File: src/rtl/alu_issue_queue_if.sv
`default_nettype none
// ============================================================================
//  Module      : alu_issue_queue_if
//  Description : Handshake/data bundle between decode, the ALU issue queue and
//                the ALU. The queue side uses modport "slave". The environment
//                side (decode source plus ALU consumer) uses modport "master".
//  Revision    : 1.0  initial release
// ----------------------------------------------------------------------------
//  Signals
//    in_valid   decode -> queue   triple presented this cycle
//    in_ready   queue  -> decode  queue can accept (push = in_valid & in_ready)
//    in_op1     decode -> queue   operand 1
//    in_op2     decode -> queue   operand 2
//    in_oprn    decode -> queue   ALU operation code
//    alu_valid  queue  -> ALU     head entry valid
//    alu_accept ALU    -> queue   consumer takes head (pop = alu_valid & alu_accept)
//    alu_op1    queue  -> ALU     head operand 1 (0 when empty)
//    alu_op2    queue  -> ALU     head operand 2 (0 when empty)
//    alu_oprn   queue  -> ALU     head opcode    (0 when empty)
//    illegal    queue  -> monitor one-cycle pulse, illegal opcode dropped
//    count      queue  -> monitor entries held, 0..DEPTH
// ============================================================================
interface alu_issue_queue_if #(
    parameter int DATA_WIDTH = 32,
    parameter int OPRN_WIDTH = 6,
    parameter int CNT_WIDTH  = 3
);
    logic                  in_valid;
    logic                  in_ready;
    logic [DATA_WIDTH-1:0] in_op1;
    logic [DATA_WIDTH-1:0] in_op2;
    logic [OPRN_WIDTH-1:0] in_oprn;
    logic                  alu_valid;
    logic                  alu_accept;
    logic [DATA_WIDTH-1:0] alu_op1;
    logic [DATA_WIDTH-1:0] alu_op2;
    logic [OPRN_WIDTH-1:0] alu_oprn;
    logic                  illegal;
    logic [CNT_WIDTH-1:0]  count;

    modport slave (
        input  in_valid, in_op1, in_op2, in_oprn, alu_accept,
        output in_ready, alu_valid, alu_op1, alu_op2, alu_oprn, illegal, count
    );

    modport master (
        output in_valid, in_op1, in_op2, in_oprn, alu_accept,
        input  in_ready, alu_valid, alu_op1, alu_op2, alu_oprn, illegal, count
    );
endinterface
`default_nettype wire

File: src/rtl/alu_issue_queue.sv
`default_nettype none
// ============================================================================
//  Module      : alu_issue_queue
//  Description : Small FIFO issue queue in front of the 32-bit combinational
//                ALU. Buffers {op1, op2, oprn} triples from decode and presents
//                the oldest one with a valid/accept handshake. Illegal opcodes
//                are consumed at the input, never stored, and flagged with a
//                one-cycle pulse on illegal.
//  Revision    : 1.0  initial release
// ----------------------------------------------------------------------------
//  Ports
//    clk   in   rising-edge clock
//    rst   in   asynchronous reset, active-high
//    bus   slave modport of alu_issue_queue_if (decode input, ALU output,
//          illegal pulse, occupancy count)
// ============================================================================
module alu_issue_queue #(
    parameter int DATA_WIDTH = 32,
    parameter int OPRN_WIDTH = 6,
    parameter int DEPTH      = 4,
    parameter int CNT_WIDTH  = 3
) (
    input  wire logic          clk,
    input  wire logic          rst,
    alu_issue_queue_if.slave   bus
);

    localparam int                    PTR_WIDTH = $clog2(DEPTH);
    localparam logic [CNT_WIDTH-1:0]  C_DEPTH   = CNT_WIDTH'(DEPTH);
    localparam logic [OPRN_WIDTH-1:0] C_OP_MIN  = OPRN_WIDTH'(1);
    localparam logic [OPRN_WIDTH-1:0] C_OP_MAX  = OPRN_WIDTH'(9);

    // Entry storage carries no reset: contents are only ever observed through
    // the head mux, which is gated by a non-zero count.
    logic [DATA_WIDTH-1:0] r_op1_mem  [DEPTH];
    logic [DATA_WIDTH-1:0] r_op2_mem  [DEPTH];
    logic [OPRN_WIDTH-1:0] r_oprn_mem [DEPTH];

    logic [PTR_WIDTH-1:0]  r_wr_ptr;
    logic [PTR_WIDTH-1:0]  r_rd_ptr;
    logic [CNT_WIDTH-1:0]  r_count;
    logic                  r_illegal;

    logic                  w_in_ready;
    logic                  w_alu_valid;
    logic                  w_oprn_legal;
    logic                  w_push;
    logic                  w_push_legal;
    logic                  w_push_illegal;
    logic                  w_pop;

    // Ready depends on registered occupancy only, so a pop on a full queue
    // does not open the input until the following cycle.
    assign w_in_ready  = (r_count < C_DEPTH);
    assign w_alu_valid = (r_count != '0);

    // Legal range 0x01..0x09. A full-width compare also rejects any set bit
    // above the low nibble.
    assign w_oprn_legal = (bus.in_oprn >= C_OP_MIN) && (bus.in_oprn <= C_OP_MAX);

    assign w_push         = bus.in_valid & w_in_ready;
    assign w_push_legal   = w_push & w_oprn_legal;
    assign w_push_illegal = w_push & ~w_oprn_legal;
    assign w_pop          = w_alu_valid & bus.alu_accept;

    // Storage write.
    always_ff @(posedge clk) begin
        if (w_push_legal) begin
            r_op1_mem[r_wr_ptr]  <= bus.in_op1;
            r_op2_mem[r_wr_ptr]  <= bus.in_op2;
            r_oprn_mem[r_wr_ptr] <= bus.in_oprn;
        end
    end

    // Pointers, occupancy and the illegal-drop pulse.
    always_ff @(posedge clk or posedge rst) begin
        if (rst) begin
            r_wr_ptr  <= '0;
            r_rd_ptr  <= '0;
            r_count   <= '0;
            r_illegal <= 1'b0;
        end else begin
            r_illegal <= w_push_illegal;

            // DEPTH is a power of two, so natural pointer overflow is the wrap.
            if (w_push_legal) begin
                r_wr_ptr <= r_wr_ptr + PTR_WIDTH'(1);
            end
            if (w_pop) begin
                r_rd_ptr <= r_rd_ptr + PTR_WIDTH'(1);
            end

            case ({w_push_legal, w_pop})
                2'b10:   r_count <= r_count + CNT_WIDTH'(1);
                2'b01:   r_count <= r_count - CNT_WIDTH'(1);
                default: r_count <= r_count;
            endcase
        end
    end

    // Head presentation: forced to zero when empty so the ALU sees a no-op.
    always_comb begin
        bus.alu_op1  = '0;
        bus.alu_op2  = '0;
        bus.alu_oprn = '0;
        if (w_alu_valid) begin
            bus.alu_op1  = r_op1_mem[r_rd_ptr];
            bus.alu_op2  = r_op2_mem[r_rd_ptr];
            bus.alu_oprn = r_oprn_mem[r_rd_ptr];
        end
    end

    assign bus.in_ready  = w_in_ready;
    assign bus.alu_valid = w_alu_valid;
    assign bus.illegal   = r_illegal;
    assign bus.count     = r_count;

endmodule
`default_nettype wire
File: src/flat_wrapper.sv
// flat-port wrapper written by rule: the top's interface ports become plain ports
module alu_issue_queue_flat 
#(
    parameter int DATA_WIDTH = 32,
    parameter int OPRN_WIDTH = 6,
    parameter int DEPTH      = 4,
    parameter int CNT_WIDTH  = 3
)
  (clk, rst, bus_in_valid, bus_in_op1, bus_in_op2, bus_in_oprn, bus_alu_accept, bus_in_ready, bus_alu_valid, bus_alu_op1, bus_alu_op2, bus_alu_oprn, bus_illegal, bus_count);
  alu_issue_queue_if #(.DATA_WIDTH(DATA_WIDTH), .OPRN_WIDTH(OPRN_WIDTH), .CNT_WIDTH(CNT_WIDTH)) bus_i ();
  input  wire logic clk;
  input  wire logic rst;
  input wire logic [$bits(bus_i.in_valid)-1:0] bus_in_valid;
  input wire logic [$bits(bus_i.in_op1)-1:0] bus_in_op1;
  input wire logic [$bits(bus_i.in_op2)-1:0] bus_in_op2;
  input wire logic [$bits(bus_i.in_oprn)-1:0] bus_in_oprn;
  input wire logic [$bits(bus_i.alu_accept)-1:0] bus_alu_accept;
  output wire logic [$bits(bus_i.in_ready)-1:0] bus_in_ready;
  output wire logic [$bits(bus_i.alu_valid)-1:0] bus_alu_valid;
  output wire logic [$bits(bus_i.alu_op1)-1:0] bus_alu_op1;
  output wire logic [$bits(bus_i.alu_op2)-1:0] bus_alu_op2;
  output wire logic [$bits(bus_i.alu_oprn)-1:0] bus_alu_oprn;
  output wire logic [$bits(bus_i.illegal)-1:0] bus_illegal;
  output wire logic [$bits(bus_i.count)-1:0] bus_count;
  assign bus_i.in_valid = bus_in_valid;
  assign bus_i.in_op1 = bus_in_op1;
  assign bus_i.in_op2 = bus_in_op2;
  assign bus_i.in_oprn = bus_in_oprn;
  assign bus_i.alu_accept = bus_alu_accept;
  assign bus_in_ready = bus_i.in_ready;
  assign bus_alu_valid = bus_i.alu_valid;
  assign bus_alu_op1 = bus_i.alu_op1;
  assign bus_alu_op2 = bus_i.alu_op2;
  assign bus_alu_oprn = bus_i.alu_oprn;
  assign bus_illegal = bus_i.illegal;
  assign bus_count = bus_i.count;
  alu_issue_queue #(.DATA_WIDTH(DATA_WIDTH), .OPRN_WIDTH(OPRN_WIDTH), .DEPTH(DEPTH), .CNT_WIDTH(CNT_WIDTH)) u_core (.clk(clk), .rst(rst), .bus(bus_i));
endmodule
File: config.mk
export PLATFORM = sky130hd
export DESIGN_NAME = alu_issue_queue_flat
export DESIGN_NICKNAME = d
export VERILOG_FILES = /design/src/rtl/alu_issue_queue_if.sv /design/src/rtl/alu_issue_queue.sv /design/src/flat_wrapper.sv
export SDC_FILE = /design/constraint.sdc
export NUM_CORES = 1
export LEC_CHECK = 0
export BUFFER_PORTS_ARGS = -buffer_cell sky130_fd_sc_hd__buf_4
export CAP_MARGIN = 5
export CORE_MARGIN = 10
export CORE_UTILIZATION = 55
export CTS_CLUSTER_DIAMETER = 60
export CTS_CLUSTER_SIZE = 25
export DETAILED_ROUTE_END_ITERATION = 6
export PLACE_DENSITY_LB_ADDON = 0.12
export SLEW_MARGIN = 5
export SYNTH_ARGS = -nofsm -noshare
export SYNTH_HDL_FRONTEND = slang
export SYNTH_SLANG_ARGS = --single-unit
File: constraint.sdc
create_clock -name clk -period 3.8 [get_ports clk]
set_input_delay 0.76 -clock clk [delete_from_list [all_inputs] [get_ports clk]]
set_output_delay 0.76 -clock clk [all_outputs]
set_load 0.05 [all_outputs]
==> run metrics <==
status=finished clean; Synth Area in Compound Gates=less than 1%; Routed WL per cell=between 20 and 25 um; met2 usage=27.0%; Total Wirelength=about 21 mm; RSZ-0062 raised after global routing=false; initial antenna violation count=0; Slew headroom=between 40% and 50%; All-Layer GR Usage=16.3%; synthesized area per cell=roughly 23 sq um; CTS Root Cell=clkbuf_16; CTS Buffer Depth=3; DP HPWL=13.9 mm; gr ovfl total=0; Crit. Startpoint=u_core.r_rd_ptr[0]$_DFFE_PP0P_; TritonCTS clock tree=done; number of enable flip-flop cells after synthesis=between 200 and 300; largest net degree at the start of global routing=38; ranking of synthesized cells by area=edfxtp_1 76%, mux4_2 14%, and2_1 4.2%, dfrtp_1 1.8%, buf_6 0.71%; CTS H-tree lvls=1; Seq/Total Area, Yosys=between 70 and 80%; top_reg_cell synth=edfxtp_1; Critical Path RT=3.04 ns; vias in the first global route=roughly 5,600; final setup vio count=0; clock sinks=288; Max Cap Viol=0; Yosys reg bits=between 200 and 300; yosys warns=0; fin crit share=around 87%; Layout Nets=slightly above 700; endpoint class of the critical path=primary output; share of cells above drive strength 1=slightly above 40%; GPL Wtd Cong=between 0.7 and 0.8; R2R cell count=9; mux contribution to synthesized area=approximately 14%; IO Count=150; fillers=1,333; critical path data arrival time=between 2 and 3 ns; main combinational cell family by area after synthesis=multiplexers; num rows=between 50 and 60; Unique masters post-synth=23; PnR Total Power=0.0103 W; Synth Area in Simple Gates=a little under 5%; synth cell count leaders=280 x edfxtp_1, 75 x and2_1, 70 x mux4_2; Synth Area in XOR/XNOR=less than 1%; leakage=between 4 and 5 nW; Die Footprint=26,200 sq um; global-route wire length before repair=~33 mm; CP startpoint kind=flip-flop; kind of critical path=reg -> out; fin crit period=roughly 3.3 ns; Worst Path Max Fanout=27; Die W=~160 um; antenna violation net count after detailed routing=0; Post-CTS Setup Repair Bufs=0; PostCTS Resize Cnt=0; post-synthesis cell count=~500; Clk pin slew, worst setup/hold paths=about 0.10 ns; FF-to-FF Start=u_core.bus.count[0]$_DFFE_PP0P_; GR peak layer=met2; Cell Area, Synth=between 10,000 and 15,000 sq um; Final Slew Violations=0; dominant cell by count in the synthesized netlist=edfxtp_1; Final Hold Vio Count=0; met3 Use GR=under 10%; total CTS buffers=17; syn nets=around 570; hold crit path type=in -> async; pwr dens=between 700 and 800 nW/um^2; synth-to-layout area growth=18.6%; overall die height=between 150 and 200 um; DRT iter0 DRCs=between 300 and 400; antenna cells=0; FMAX=between 300 and 400 MHz; # port buffers=149; drc violations=0; Post-synth ARST share=about 2.8%; met1 Track Usage GR=a little over a fifth; Vias/cell=roughly 5.6; Initial Util=between 50% and 60%; Clk Latency, worst-skew pair=0.49 ns; drt first pass iters=4; Synth Area in Adders=less than 1%; clock skew=0.0189 ns; final total negative setup slack=0 ns; Vias=just over 5,000; Core Area=slightly below 20,000 sq um; Hold Buf Count CTS=0; Worst-Margin Slew=around 0.75 ns; post-synth top area share=~76%; VDD IR max=between 0.5 and 0.6 mV; cell taking the most area after synthesis=edfxtp_1
area by class of cell:
class	instances	area [sq um]	area share (%)
inverters	8	30.0	0.229
flip-flops and latches	288	8620	65.6
well taps	265	332	2.53
multi-input cells	168	2300	17.5
repair buffers	164	1320	10.0
clock buffers	20	458	3.49
clock inverters	7	76.3	0.581
sequential cells by signal, indices dropped and copies added, names as in the netlist:
name	count
u_core.r_op1_mem	128
u_core.r_op2_mem	128
u_core.r_oprn_mem	24
u_core.bus.count	3
u_core.r_rd_ptr	2
u_core.r_wr_ptr	2
u_core.bus.illegal	1
stage by stage:
step | cell area, sq um | hold slack (ns) | instances | setup slack (ns) | utilization (%)
detailed placement | 12600 | 0.534 | 893 | 0.816 | 64.1
floorplan | 11100 | 0.535 | 488 | 0.161 | -
finish | 13100 | 0.222 | 920 | 0.499 | 66.8
global route | 13100 | 0.230 | 920 | 0.310 | 66.8
CTS | 13100 | 0.210 | 920 | 0.403 | 66.8
global placement | 12600 | 0.532 | 893 | 0.854 | 64.1
report_power, final:
group	internal (W)	switching [W]	leakage, nW
clock network	0.000898	0.000991	0.255
registers	0.00360	0.000223	2.61
logic	0.00173	0.00285	1.59
total	0.00622	0.00406	4.46
worst max-delay path: stages (launching register included):
cell	delay [ns]
dfrtp_4	0.82
buf_4	0.32
mux4_2	0.54
and2_1	0.17
buf_4	0.19
final timing paths:
kind | end | slack (ns)
setup reg to reg | u_core.bus.count[2]$_DFFE_PP0P_ | 1.03
min in group clk | u_core.r_op1_mem[2][5]$_DFFE_PP_ | 0.47
max in group asynchronous | u_core.r_rd_ptr[0]$_DFFE_PP0P_ | 3.30
hold / removal | u_core.r_rd_ptr[1]$_DFFE_PP0P_ | 0.22
hold reg to reg | u_core.bus.count[0]$_DFFE_PP0P_ | 0.55
setup / recovery | bus_alu_op1[28] | 0.50
metal layers:
metal	wire length [um]	vias to the layer above
li1	-	2279
met3	1170	34
met4	438	0
met2	10900	143
met1	8980	2694
met5	0	-
layout by cell type, fill, tap and decap left out, drive strengths merged, types with 2 or more instances in the layout:
cell type,n
xor2,2
ha,5
edfxtp,280
inv,12
mux4,70
clkinv,2
dfrtp,8
clkbuf,20
xnor2,4
and2,75
buf,164
kinds of logic after synthesis:
logic type               after synthesis
AO/OA/AOI/OAI                          1
XOR/XNOR                               6
AND/OR/NAND/NOR                       83
multiplexers                          72
flip-flops                           288
buffers and inverters                 32
adder cells (fa/ha/maj)                6
No activity file was read; power rests on OpenSTA's default activity.
